File: src/rtl/hub75_row_scheduler_if.sv
// Handshake between the row scheduler and the HUB75 shift-out transmitter:
// start pulse plus row/bit-plane descriptor out, ready back.
interface hub75_row_scheduler_if #(
    parameter int addr_width_p    = 12,
    parameter int pix_bit_width_p = 3
);
    logic                       i_tx_ready;
    logic                       o_tx_start;
    logic [addr_width_p-1:0]    o_init_addr;
    logic [pix_bit_width_p-1:0] o_pix_bit;

    modport master (
        input  i_tx_ready,
        output o_tx_start,
        output o_init_addr,
        output o_pix_bit
    );

    modport slave (
        output i_tx_ready,
        input  o_tx_start,
        input  o_init_addr,
        input  o_pix_bit
    );
endinterface

File: src/rtl/hub75_row_scheduler.sv
// HUB75 binary-coded-modulation scheduler: per row and bit-plane it starts a
// shift-out, waits for latch completion, then enables the LEDs for base<<plane cycles.
module hub75_row_scheduler #(
    parameter int hpixel_p   = 64,
    parameter int vpixel_p   = 64,
    parameter int bpp_p      = 8,
    parameter int segments_p = 2,
    parameter int oe_wd_p    = 8,
    localparam int rows_p          = vpixel_p / segments_p,
    localparam int addr_width_p    = $clog2(hpixel_p * vpixel_p),
    localparam int row_wd_p        = $clog2(rows_p),
    localparam int pix_bit_width_p = $clog2(bpp_p)
) (
    input  logic                clk,
    input  logic                rst,
    input  logic                i_enable,
    input  logic [oe_wd_p-1:0]  i_oe_base,
    hub75_row_scheduler_if.master tx,
    output logic [row_wd_p-1:0] o_row_addr,
    output logic                o_oe_n,
    output logic                o_frame_done,
    output logic                o_busy
);

    localparam int dc_wd_p = oe_wd_p + bpp_p - 1;

    typedef enum logic [2:0] {
        IDLE,
        START,
        WAIT_ACK,
        WAIT_DONE,
        GUARD,
        DISPLAY,
        NEXT
    } state_t;

    state_t                     state, state_next;
    logic [row_wd_p-1:0]        row_cnt, row_next;
    logic [pix_bit_width_p-1:0] bit_cnt, bit_next;
    logic [oe_wd_p-1:0]         oe_base_int, oe_base_next;
    logic [dc_wd_p-1:0]         disp_cnt, disp_next;
    logic                       frame_end, frame_end_next;
    logic                       advance;
    logic                       wrap;
    logic                       last_bit;
    logic                       last_row;

    assign last_bit = (bit_cnt == pix_bit_width_p'(bpp_p - 1));
    assign last_row = (row_cnt == row_wd_p'(rows_p - 1));

    always_comb begin
        // NOTE: every variable gets a default before the case so no path leaves one unassigned (no latches).
        state_next     = state;
        row_next       = row_cnt;
        bit_next       = bit_cnt;
        oe_base_next   = oe_base_int;
        disp_next      = disp_cnt;
        frame_end_next = frame_end;
        advance        = 1'b0;
        wrap           = 1'b0;

        case (state)
            IDLE: begin
                if (i_enable && tx.i_tx_ready) begin
                    state_next   = START;
                    oe_base_next = i_oe_base;
                end
            end
            START:     state_next = WAIT_ACK;
            WAIT_ACK:  if (!tx.i_tx_ready) state_next = WAIT_DONE;
            WAIT_DONE: if (tx.i_tx_ready)  state_next = GUARD;
            GUARD: begin
                if (oe_base_int == '0) begin
                    state_next = NEXT;
                    advance    = 1'b1;
                end else begin
                    state_next = DISPLAY;
                    disp_next  = (dc_wd_p'(oe_base_int) << bit_cnt) - dc_wd_p'(1);
                end
            end
            DISPLAY: begin
                if (disp_cnt == '0) begin
                    state_next = NEXT;
                    advance    = 1'b1;
                end else begin
                    disp_next = disp_cnt - dc_wd_p'(1);
                end
            end
            NEXT: begin
                // Counters already moved on entry; waiting here for ready must not move them again.
                if (frame_end && !i_enable) begin
                    state_next     = IDLE;
                    frame_end_next = 1'b0;
                end else if (tx.i_tx_ready) begin
                    state_next     = START;
                    frame_end_next = 1'b0;
                    if (frame_end) oe_base_next = i_oe_base;
                end
            end
            default: state_next = IDLE;
        endcase

        if (advance) begin
            bit_next = last_bit ? '0 : bit_cnt + pix_bit_width_p'(1);
            if (last_bit) row_next = last_row ? '0 : row_cnt + row_wd_p'(1);
            wrap           = last_bit && last_row;
            frame_end_next = wrap;
        end
    end

    always_ff @(posedge clk) begin
        // NOTE: sequential state uses non-blocking assignments so all flops update from pre-edge values.
        if (rst) begin
            state           <= IDLE;
            row_cnt         <= '0;
            bit_cnt         <= '0;
            oe_base_int     <= '0;
            disp_cnt        <= '0;
            frame_end       <= 1'b0;
            tx.o_tx_start   <= 1'b0;
            tx.o_init_addr  <= '0;
            tx.o_pix_bit    <= '0;
            o_row_addr      <= '0;
            o_oe_n          <= 1'b1;
            o_frame_done    <= 1'b0;
            o_busy          <= 1'b0;
        end else begin
            state           <= state_next;
            row_cnt         <= row_next;
            bit_cnt         <= bit_next;
            oe_base_int     <= oe_base_next;
            disp_cnt        <= disp_next;
            frame_end       <= frame_end_next;
            // Outputs decode the next state so they line up with the state they describe.
            tx.o_tx_start   <= (state_next == START);
            tx.o_init_addr  <= addr_width_p'(row_next) * addr_width_p'(hpixel_p);
            tx.o_pix_bit    <= bit_next;
            o_oe_n          <= (state_next != DISPLAY);
            o_frame_done    <= wrap;
            o_busy          <= (state_next != IDLE);
            if (state_next == GUARD) o_row_addr <= row_cnt;
        end
    end

endmodule

File: src/flat_wrapper.sv
// flat-port wrapper written by rule: the top's interface ports become plain ports
module hub75_row_scheduler_flat 
#(
    parameter int hpixel_p   = 64,
    parameter int vpixel_p   = 64,
    parameter int bpp_p      = 8,
    parameter int segments_p = 2,
    parameter int oe_wd_p    = 8,
    localparam int rows_p          = vpixel_p / segments_p,
    localparam int addr_width_p    = $clog2(hpixel_p * vpixel_p),
    localparam int row_wd_p        = $clog2(rows_p),
    localparam int pix_bit_width_p = $clog2(bpp_p)
)
  (clk, rst, i_enable, i_oe_base, o_row_addr, o_oe_n, o_frame_done, o_busy, tx_i_tx_ready, tx_o_tx_start, tx_o_init_addr, tx_o_pix_bit);
  hub75_row_scheduler_if #(.addr_width_p((12)), .pix_bit_width_p((3))) tx_i ();
  input  logic clk;
  input  logic rst;
  input  logic i_enable;
  input  logic [oe_wd_p-1:0] i_oe_base;
  output logic [row_wd_p-1:0] o_row_addr;
  output logic o_oe_n;
  output logic o_frame_done;
  output logic o_busy;
  input wire logic [$bits(tx_i.i_tx_ready)-1:0] tx_i_tx_ready;
  output wire logic [$bits(tx_i.o_tx_start)-1:0] tx_o_tx_start;
  output wire logic [$bits(tx_i.o_init_addr)-1:0] tx_o_init_addr;
  output wire logic [$bits(tx_i.o_pix_bit)-1:0] tx_o_pix_bit;
  assign tx_i.i_tx_ready = tx_i_tx_ready;
  assign tx_o_tx_start = tx_i.o_tx_start;
  assign tx_o_init_addr = tx_i.o_init_addr;
  assign tx_o_pix_bit = tx_i.o_pix_bit;
  hub75_row_scheduler #(.hpixel_p(hpixel_p), .vpixel_p(vpixel_p), .bpp_p(bpp_p), .segments_p(segments_p), .oe_wd_p(oe_wd_p)) u_core (.clk(clk), .rst(rst), .i_enable(i_enable), .i_oe_base(i_oe_base), .tx(tx_i), .o_row_addr(o_row_addr), .o_oe_n(o_oe_n), .o_frame_done(o_frame_done), .o_busy(o_busy));
endmodule
File: config.mk
export PLATFORM = sky130hd
export DESIGN_NAME = hub75_row_scheduler_flat
export DESIGN_NICKNAME = d
export VERILOG_FILES = /design/src/rtl/hub75_row_scheduler_if.sv /design/src/rtl/hub75_row_scheduler.sv /design/src/flat_wrapper.sv
export SDC_FILE = /design/constraint.sdc
export NUM_CORES = 1
export LEC_CHECK = 0
export BUFFER_PORTS_ARGS = -buffer_cell sky130_fd_sc_hd__clkbuf_2
export CORE_MARGIN = 2
export CORE_UTILIZATION = 50
export CTS_CLUSTER_DIAMETER = 30
export DETAILED_ROUTE_END_ITERATION = 12
export PLACE_DENSITY = 0.7
export SLEW_MARGIN = 20
export SYNTH_ARGS = -nofsm -noshare
export SYNTH_HDL_FRONTEND = slang
export SYNTH_SLANG_ARGS = --single-unit
export TNS_END_PERCENT = 100
File: constraint.sdc
create_clock -name clk -period 6.65 [get_ports clk]
set_input_delay 0 -clock clk [delete_from_list [all_inputs] [get_ports clk]]
set_output_delay 0 -clock clk [all_outputs]
set_load 0.05 [all_outputs]
Word level (Yosys, flattened, before mapping)
Index checks and enable logic that the tools add are counted.
- register bits after elaboration: 51
- output and inout bits: 24
- logic and storage cells: 78
- $add $sub $neg: 4
- eq/ne operators: 17
- shift-type cells: 1
- muxes and demuxes: 27
- bitwise logic cells: 1
- reductions and logical operators: 16
- operators with widths (operator ; count):
    two-way mux 8 bit ; 4
    two-way mux 15 bit ; 2
    case mux 15 bit (2 select lines) ; 1
    subtractor 15 x 1 -> 15 bit (second input constant) ; 2
    two-way mux 3 bit ; 7
    case mux 3 bit (7 select lines) ; 1
    case mux 8 bit (2 select lines) ; 1
    == test 3 bit (second input constant) ; 5
    zero test 15 bit ; 1
    two-way mux 5 bit ; 3
    << shifter 8 x 3 -> 15 bit ; 1
    zero test 8 bit ; 1
    inequality test 2 bit (second input constant) ; 4
    == test 3 x 1 -> 1 bit (second input constant) ; 2
    == test 3 x 2 -> 1 bit (second input constant) ; 2
    two-way mux 1 bit ; 6
    nonzero test 2 bit ; 3
    nonzero test 3 bit ; 2
    adder 5 x 1 -> 5 bit (second input constant) ; 1
    == test 5 bit (second input constant) ; 1
    AND reduction 5 bit ; 1
    inequality test 2 x 1 -> 1 bit (second input constant) ; 2
    adder 3 x 1 -> 3 bit (second input constant) ; 1
    logical AND 1 bit ; 3
    9 further kinds ; 9

Depth between registers and ports, before layout
Gate-level depths: netlist (run 1).
- depth after elaboration: 5
- mapped depth: 11

Worst setup path after synthesis (run 1)
Ideal clock, no wire load.
- path kind: register to register
- start point: reg u_core.bit_cnt[0]
- end point: reg u_core.disp_cnt[13]
- setup time: 0.120 ns
- arrival: 2.524 ns
- data required time: 6.530 ns
- slack: 4.006 ns
- cell stages (with the launch flop): 9
- period minus slack after synthesis: 2.644 ns
- cell sequence: dfxtp_1 buf_6 mux4_2 or4_4 o211ai_4 nand2_2 nor3_2 nor4_1 a211o_1
- longest elaborated chain between the ends: 4
- ends and longest elaborated chain (what ; RTL line ; text):
    start, declared ; hub75_row_scheduler.sv:39 ; logic [pix_bit_width_p-1:0] bit_cnt, bit_next;
    start signal, assigned ; hub75_row_scheduler.sv:130 ; bit_cnt <= bit_next;
    << shifter 8 x 3 -> 15 bit ; hub75_row_scheduler.sv:78 ; disp_next = (dc_wd_p'(oe_base_int) << bit_cnt) - dc_wd_p'(1);
    subtractor 15 x 1 -> 15 bit ; hub75_row_scheduler.sv:78 ;
    two-way mux 15 bit ; hub75_row_scheduler.sv:73 ; if (oe_base_int == '0) begin
    case mux 15 bit (2 select lines) ; hub75_row_scheduler.sv:62 ; case (state)
    end signal, assigned ; hub75_row_scheduler.sv:132 ; disp_cnt <= disp_next;
    end, declared ; hub75_row_scheduler.sv:41 ; logic [dc_wd_p-1:0] disp_cnt, disp_next;
No other way between the ends. The select of a mux whose other input is x is not followed.
A chain may end at the register's enable or synchronous reset.

Worst setup path in the final report (run 1)
- start point: reg u_core.bit_cnt[1]
- end point: reg u_core.disp_cnt[5]
Same word-level chain as after synthesis.

==> impl_metrics.csv, run 1 <==
group,metric,value,unit
outcome,outcome,"complete, no violations",
cts,path_clk_slew,0.09,ns
critical_path,rrSetupSlack,3.63,ns
critical_path,required,6.80,ns
synthesis,syn_area_per_cell,8.33,um2
synthesis,ys_warn_count,0,
timing,slew_headroom,37.4,%
cts,htreeDepth,2,
min_path,hold_path_end,"u_core.state[1]",
placement,gp_congestion,0.894,
timing,skew,0.00684,ns
pwr,clkPwrFrac,35.4,%
timing,fmax,0.331,GHz
route,met1_length,2970,um
timing,fin_crit_sh,45.4,%
critical_path,r2r-end,"u_core.disp_cnt[5]",
timing,finalHoldViolCount,0,
global_routing,grt_pass1_vias,2174,
placement,io_buffers,28,
route,drt_iter0_markers,145,
critical_path,path_class,"register to register",
route,wl_per_cell,14.5,um
layout,nNetsFinal,376,
route,drt_wl_total,6260,um
route,routed_via_density,5.90,
route,dr_total_vias,2547,
timing,drv_slew,0,
synthesis,dominantRegCellSynth,"dfxtp_1",
cts,cts_resized,0,
pwr,ir_worst_vdd,0.0914,mV
min_path,whs_path_depth,4,
route,wl_met3,382,um
critical_path,critPathCaptureType,"register",
timing,finalSetupViolations,0,
timing,period_needed,3.02,ns
cts,cts-root-buf,"clkbuf_8",
synthesis,async_flop_share,0,%
synthesis,syn_inst,341,
layout,final_cell_mix,"dfxtp_1, nor2_1, mux2i_1, clkbuf_2, nand2_1",
timing,grt_setup_unrepaired,"no",
layout,syn2layout_area_growth,10.2,%
synthesis,synth_enable_flop_cells,0,
min_path,hold_class,"primary input to register",
floorplanning,rows,27,
route,drt-pass1-iter-count,4,
pwr,power_frac_comb,17.4,%
synthesis,syn-cell-area,2840,um2
cts,cts.sink_count,44,
timing,worst_slew_pin_slew,0.938,ns
floorplanning,fp.dieW,79.4,um
floorplanning,die_h,79.4,um
timing,tns,0,ns
synthesis,synth-seq-cells,44,
min_path,min-delay-start,"tx_i_tx_ready",
critical_path,crit_arrival,3.16,ns
critical_path,timing.rr.start,"u_core.bit_cnt[1]",
pwr,powerDensity,188,nW/um2
cts,cts_tree,"done",
critical_path,worstPathMaxFanout,26,
synthesis,ys_seq_area_share,31.0,%
pwr,seqPwrFrac,47.2,%
route,drc,0,
route,wl_met2,2840,um
timing,fin_hold_ws,0.154,ns
synthesis,ys_types,62,
pwr,netSwitchingFraction,28.1,%
layout,antenna_cells,0,
cts,clk_latency,0.30,ns
layout,layout-drive-gt1-share,14.7,%
critical_path,worst_setup_path_start_kind,"register",
layout,n_fill_cell,509,
pwr,switchingPower,0.166,mW
pwr,p_leak,1.23,nW
placement,dpl.hpwl,4440,um
cts,clock_path_buffers,2,
critical_path,ff2ff_path_depth,7,
route,top_layer_used,"met4",
global_routing,grt_use_total,20.6,%
pwr,internal_power,0.424,mW
route,ant_nets,0,
floorplanning,dieArea,6300,um2
floorplanning,core_area,5510,um2
global_routing,grt_pass1_wl,10500,um
cts,numCtsBuffers,5,
global_routing,grt_start_max_net_pins,50,
layout,final_common_cell,"dfxtp_1",
flow_run,drv_cap,0,
floorplanning,ioPinCount,36,
global_routing,antenna_found_initial,0,
floorplanning,initial_core_util,51.6,%
global_routing,grt_remaining_overflow,0,
cell usage after synthesis (all sizes together) (2+ instances only):
| cell | count | area share (%) |
|---|---|---|
| nand2 | 26 | 3.5 |
| dfxtp | 44 | 31 |
| nor2 | 39 | 5.2 |
| nand4 | 5 | 1.1 |
| and3 | 2 | 0.44 |
| o21ai | 19 | 3.3 |
| or4 | 3 | 0.92 |
| nor4 | 6 | 1.3 |
| a21o | 2 | 0.53 |
| nor2b | 6 | 1.3 |
| mux2 | 3 | 1.2 |
| mux4 | 5 | 4.1 |
| xor2 | 2 | 0.62 |
| mux2i | 28 | 9.9 |
| o211ai | 3 | 1.3 |
| nor3b | 4 | 1.1 |
| nand3b | 5 | 1.3 |
| nand3 | 12 | 2.3 |
| buf | 14 | 3.7 |
| a31oi | 4 | 0.88 |
| o22ai | 2 | 0.44 |
| nor3 | 12 | 2.5 |
| inv | 4 | 0.53 |
| a21oi | 24 | 4.2 |
| clkbuf | 18 | 2.4 |
| xnor2 | 3 | 0.92 |
| ha | 5 | 2.2 |
| and2 | 2 | 0.44 |
| a211oi | 5 | 1.3 |
| or3 | 6 | 1.3 |
| a22oi | 3 | 0.79 |
| nand2b | 5 | 1.1 |
state kept, by name, indices dropped and copies added, names as in the netlist:
register and cells:
u_core.o_oe_n 1, u_core.tx.o_tx_start 1, u_core.row_cnt 5, u_core.state 3
u_core.disp_cnt 15, u_core.frame_end 1, u_core.o_busy 1, u_core.o_frame_done 1
u_core.oe_base_int 8, u_core.o_row_addr 5, u_core.bit_cnt 3
worst max path at each step:
stage	from	to	slack (ns)	cells past startpoint
global route	u_core.bit_cnt[1]	u_core.disp_cnt[9]	3.38	7
detailed placement	u_core.bit_cnt[0]	u_core.disp_cnt[11]	3.67	7
global placement	u_core.bit_cnt[0]	u_core.disp_cnt[11]	3.72	7
floorplan	u_core.bit_cnt[0]	u_core.disp_cnt[13]	4.01	8
CTS	u_core.bit_cnt[0]	u_core.disp_cnt[11]	3.64	7
finish	u_core.bit_cnt[1]	u_core.disp_cnt[5]	3.63	7
power by group through the flow:
stage               clock network, mW  logic [mW]  registers (mW)
global route                    0.224       0.113           0.280
finish                          0.209       0.102           0.279
detailed placement                  0      0.0975           0.285
CTS                             0.216       0.102           0.278
floorplan                           0      0.0834           0.283
global placement                    0      0.0961           0.284
kinds of logic (layout without fill, tap and decap cells):
kind of cell | after synthesis | count (layout) | share of synthesized area [%]
AOI/OAI and AO/OA | 76 | 76 | 17.3
xor gates and xnor gates | 5 | 5 | 1.54
DFF | 44 | 44 | 31.0
other | 1 | 7 | 0.132
adders and majority gates | 5 | 5 | 2.20
buffers and inverters | 36 | 49 | 6.56
and+or+nand+nor | 138 | 138 | 26.1
muxes | 36 | 36 | 15.1
metal layers:
layer	track usage (%)	vias up
li1	-	1266
met1	30.4	1190
met2	31.4	83
met3	3.05	8
met4	5.17	0
met5	0	-
worst max-delay path, stage by stage (launching register included):
cell and delay (ns):
dfxtp_1 0.95, mux2i_1 0.38, mux2_2 0.23, o221ai_1 0.24, nor3_1 0.54, mux2_2 0.40, nand2_1 0.07, a21oi_1 0.05
stage by stage:
step | total power, mW | instances | instance area (um2) | util, % | worst slack (ns)
floorplan | 0.366 | 347 | 2860 | - | 4.01
global placement | 0.380 | 416 | 2940 | 53.3 | 3.72
detailed placement | 0.382 | 416 | 2940 | 53.3 | 3.67
CTS | 0.596 | 432 | 3130 | 56.9 | 3.64
global route | 0.616 | 432 | 3130 | 56.9 | 3.38
finish | 0.590 | 432 | 3130 | 56.9 | 3.63
what timing repair did:
action	CTS	global route
hold buffers	8	0
endpoints found under the hold margin	8	0
buffers inserted	0	0
layout make-up:
class                           instances  area [um2]  share of cell area [%]
Timing Repair Buffer                   37         228                    7.27
Clock inverter                          3        46.3                    1.48
Tap cell                               72        90.1                    2.88
Inverter                                4        15.0                   0.480
Clock buffer                            5        68.8                    2.20
Sequential cell                        44         881                    28.1
Multi-Input combinational cell        267        1800                    57.6
(Power assumes the default switching activity.)
==> inputs of run 2 (changes only) <==
- PLACE_DENSITY: 0.7 -> 0.73
- clock period: 6.65 -> 2.49 ns (I/O delays scaled with it)
==> impl_metrics.csv, run 2 (synthesis results as in run 1) <==
group,metric,value,unit
route,drc,0,
layout,layout-drive-gt1-share,21.0,%
critical_path,path_class,"register to register",
timing,fmax,0.418,GHz
min_path,hold_class,"primary input to register",
route,drt_wl_total,6660,um
route,wl_met2,3070,um
cts,cts_setup_buffers,0,
global_routing,antenna_found_initial,0,
floorplanning,fp.dieW,79.4,um
cts,clk_latency,0.31,ns
timing,skew,0.00615,ns
cts,path_clk_slew,0.09,ns
route,met1_length,3180,um
critical_path,required,2.69,ns
pwr,clkPwrFrac,35.6,%
global_routing,grt_remaining_overflow,0,
global_routing,grt_pass1_wl,11300,um
layout,final_common_cell,"dfxtp_1",
layout,largest_reg_flops,15,
pwr,ir_worst_vdd,0.260,mV
floorplanning,rows,27,
pwr,powerDensity,487,nW/um2
outcome,outcome,"complete, no violations",
critical_path,worst_setup_path_start_kind,"register",
cts,numCtsBuffers,5,
route,routed_via_density,5.85,
layout,syn2layout_area_growth,16.5,%
critical_path,critPathCaptureType,"register",
pwr,p_leak,1.34,nW
pwr,seqPwrFrac,45.7,%
timing,slew_headroom,63.7,%
critical_path,worstPathMaxFanout,7,
global_routing,grt_start_max_net_pins,27,
route,dr_total_vias,2649,
floorplanning,dieArea,6300,um2
route,ant_nets,0,
cts,cts.sink_count,44,
timing,fin_crit_sh,96.0,%
cts,cts_tree,"done",
pwr,power_frac_comb,18.7,%
timing,finalSetupViolations,0,
placement,io_buffers,28,
floorplanning,core_area,5510,um2
critical_path,worstPathCellList,"mux4_1, or4_4, o211ai_4, nand2_2, nor3_2, nor4_1, a211o_1",
cts,clock_path_buffers,2,
cts,htreeDepth,2,
pwr,finalPower,1.61,mW
route,drt_iter0_markers,196,
floorplanning,initial_core_util,51.6,%
route,wl_met3,276,um
pwr,switchingPower,0.463,mW
global_routing,grt_pass1_vias,2396,
layout,final_util,60.1,%
floorplanning,ioPinCount,36,
pwr,netSwitchingFraction,28.7,%
layout,reg.largest.list,"u_core.disp_cnt (15), u_core.oe_base_int (8)",
critical_path,cp_slowest_stage_delay,0.59,ns
timing,worst_slew_pin_slew,0.543,ns
timing,drv_slew,0,
route,drt-pass1-iter-count,5,
critical_path,crit_arrival,2.59,ns
timing,period_needed,2.39,ns
layout,nNetsFinal,397,
layout,final_cell_mix,"dfxtp_1, nor2_1, clkbuf_2",
timing,finalHoldViolCount,0,
layout,antenna_cells,0,
route,top_layer_used,"met4",
pwr,internal_power,1.15,mW
flow_run,drv_cap,0,
placement,gp_congestion,0.899,
global_routing,grt_use_total,22.2,%
placement,place_inst,437,
layout,regMostFlops,"u_core.disp_cnt",
layout,finalNonFillerCells,453,
placement,dpl.hpwl,4750,um
route,wl_per_cell,14.7,um
critical_path,crit_slowest_cell,"mux4_1",
floorplanning,die_h,79.4,um
cts,cts-root-buf,"clkbuf_8",
==> run 2: cell types whose count changed in the layout (fill, tap and decap cells not counted) <==
cell | previous run | this run
nor2_2 | 0 | 1
ha_1 | 5 | 4
buf_6 | 0 | 1
dfxtp_4 | 0 | 2
mux2i_2 | 0 | 1
buf_4 | 1 | 21
dfxtp_1 | 44 | 41
dfxtp_2 | 0 | 1
nor2_1 | 39 | 38
mux2i_1 | 28 | 27
ha_2 | 0 | 1
==> run 2: per-stage QoR <==
step,cell area [um2],hold WS [ns],worst slack (ns),TNS [ns]
final,3310,0.135,0.100,0
after global routing,3310,0.177,-0.00809,-0.00809
after CTS,3290,0.123,0.0858,0
after detailed placement,3100,0.244,0.0955,0
after global placement,3100,0.235,0.159,0
after floorplan,2870,0.125,0.0108,0
==> run 2: path summary, 6_finish.rpt <==
path	from	endpoint	slack (ns)	cells past startpoint
worst min-delay path	tx_i_tx_ready	u_core.state[1]	0.14	4
worst min register to register	u_core.disp_cnt[0]	u_core.disp_cnt[0]	0.49	2
worst max-delay path	u_core.bit_cnt[0]	u_core.disp_cnt[13]	0.10	7
worst max register to register	u_core.bit_cnt[0]	u_core.disp_cnt[13]	0.10	7
==> run 2: timing repair <==
item / in CTS / in global routing
resized for setup: 0 / 7
endpoints found under the setup margin: 0 / 9
hold endpoints to repair: 8 / 0
hold buffers: 8 / 0
==> run 2: per-layer routing <==
metal | vias up | track usage [%]
met3 | 15 | 4.30
met2 | 73 | 36.1
met5 | - | 0
met1 | 1250 | 30.0
li1 | 1311 | -
met4 | 0 | 6.55
==> run 2: worst max-delay path, delay by kind of cell, from the launching register on <==
kind             cells  cell delay [ns]
AO/OA/AOI/OAI        2             0.38
AND/OR/NAND/NOR      4             0.90
flip-flops           1             0.40
multiplexers         1             0.59
==> run 2: final cells by class <==
type,instances,area (um2)
inverters,4,15.0
repair buffers,58,389
fillers,484,2200
flip-flops and latches,44,890
well taps,72,90.1
clock buffers,5,68.8
multi-input cells,267,1810
clock inverters,3,46.3
==> run 2: power groups by stage <==
stage,Sequential (mW),Combinational [mW],Clock (mW)
detailed placement,0.753,0.284,0
global route,0.738,0.329,0.605
CTS,0.737,0.295,0.579
finish,0.735,0.302,0.574
floorplan,0.755,0.223,0
global placement,0.752,0.280,0
==> inputs of run 3 (changes only) <==
- PLACE_DENSITY: 0.73 -> default
- PLACE_DENSITY_LB_ADDON: default -> 0.08
- SLEW_MARGIN: 20 -> 10
==> impl_metrics.csv, run 3 (synthesis results as in run 1) <==
group,metric,value,unit
critical_path,cp_slowest_stage_delay,0.50,ns
critical_path,worst_setup_path_start_kind,"register",
critical_path,worstPathCellList,"buf_4, mux4_2, a31o_1, a221oi_2, nand4_1, nor3_2, nor4_1, a211o_1",
floorplanning,fp.dieW,79.4,um
timing,fin_crit_sh,94.4,%
critical_path,critPathCaptureType,"register",
floorplanning,ioPinCount,36,
route,wl_per_cell,14.8,um
layout,syn2layout_area_growth,15.9,%
placement,io_buffers,28,
timing,fmax,0.425,GHz
pwr,powerDensity,458,nW/um2
layout,layout-drive-gt1-share,21.2,%
timing,grt_setup_unrepaired,"yes",
timing,finalSetupViolations,0,
timing,worst_slew_pin_slew,0.820,ns
pwr,ir_worst_vdd,0.283,mV
timing,period_needed,2.35,ns
floorplanning,rows,27,
placement,dpl-instance-area,3100,um2
critical_path,path_class,"register to register",
route,ant_nets,0,
cts,cts_tree,"done",
cts,path_clk_slew,0.09,ns
layout,largest_reg_flops,15,
layout,final_common_cell,"dfxtp_1",
route,drc,0,
pwr,p_leak,1.34,nW
global_routing,grt_remaining_overflow,0,
layout,design_area,3290,um2
route,routed_via_density,5.76,
route,dr_total_vias,2616,
floorplanning,initial_core_util,51.6,%
critical_path,crit_slowest_cell,"mux4_2",
critical_path,required,2.69,ns
cts,clock_path_buffers,2,
floorplanning,core_area,5510,um2
layout,regMostFlops,"u_core.disp_cnt",
pwr,finalPower,1.51,mW
route,drt-pass1-iter-count,4,
placement,gp_congestion,0.877,
timing,fin_hold_ws,0.150,ns
route,drt_wl_total,6740,um
cts,clk_latency,0.30,ns
timing,tns,0,ns
layout,reg.largest.list,"u_core.disp_cnt (15), u_core.oe_base_int (8)",
timing,skew,0.00986,ns
outcome,outcome,"complete, no violations",
timing,finalHoldViolCount,0,
timing,slew_headroom,45.1,%
global_routing,grt_start_max_net_pins,27,
layout,antenna_cells,0,
flow_run,drv_cap,0,
floorplanning,dieArea,6300,um2
min_path,hold_class,"primary input to register",
route,drt_iter0_markers,147,
critical_path,crit_arrival,2.55,ns
global_routing,antenna_found_initial,0,
layout,final_cell_mix,"dfxtp_1, nor2_1, clkbuf_2",
global_routing,grt_use_total,22.7,%
global_routing,grt_pass1_vias,2336,
critical_path,rrSetupSlack,0.14,ns
cts,numCtsBuffers,5,
cts,htreeDepth,2,
cts,cts-root-buf,"clkbuf_8",
floorplanning,die_h,79.4,um
layout,nNetsFinal,398,
cts,cts.sink_count,44,
global_routing,grt_pass1_wl,11400,um
placement,dpl.hpwl,4850,um
critical_path,worstPathMaxFanout,8,
timing,drv_slew,0,
==> run 3: cell count changes in the layout (fill, tap and decap cells not counted), sizes merged <==
cell,before,now
clkinv,0,3
buf,22,23
bufinv,1,0
clkinvlp,1,0
inv,5,4
==> run 3: power breakdown <==
part / total [mW] / switching (mW) / internal (mW)
clock: 0.455 / 0.259 / 0.196
combinational: 0.320 / 0.179 / 0.141
sequential: 0.733 / 0.0158 / 0.717
==> run 3: final cells by class <==
class	count	area, um2
repair buffers	59	397
clock inverters	3	18.8
multi-input cells	267	1820
flip-flops and latches	44	886
fillers	512	2210
clock buffers	5	68.8
well taps	72	90.1
inverters	4	15.0
==> run 3: metrics by stage <==
| step | setup WS (ns) | instances | util, % |
|---|---|---|---|
| 2_1_floorplan | 0.0108 | 347 | - |
| 3_3_place_gp | 0.140 | 437 | 56.2 |
| 3_5_place_dp | 0.104 | 437 | 56.2 |
| 4_1_cts | 0.0946 | 453 | 59.3 |
| 5_1_grt | -0.00153 | 454 | 59.8 |
| 6_report | 0.139 | 454 | 59.8 |
==> run 3: final timing paths <==
check,from,endpoint,cells after the start
min reg2reg,u_core.disp_cnt[0],u_core.disp_cnt[0],2
max,u_core.bit_cnt[0],u_core.disp_cnt[13],8
max reg2reg,u_core.bit_cnt[0],u_core.disp_cnt[13],8
min,tx_i_tx_ready,u_core.state[1],4
==> run 3: timing repair <==
item	in CTS	in global routing
setup endpoints to repair	0	6
resized for setup	0	7
endpoints found under the hold margin	8	0
hold buffers	8	0
setup buffers	0	1
==> run 3: layer usage <==
layer | global-route usage, % | wire (um) | up-vias
met1 | 33.1 | 3300 | 1231
met4 | 5.34 | 60 | 0
met2 | 34.9 | 3080 | 69
met3 | 3.96 | 295 | 6
met5 | 0 | 0 | -
li1 | - | - | 1310
==> run 3: critical path, delay by kind of cell, from the launching register on <==
family                 cells  cell delay (ns)
AO/OA/AOI/OAI              3             0.74
multiplexers               1             0.50
AND/OR/NAND/NOR            3             0.46
flip-flops                 1             0.39
buffers and inverters      1             0.18
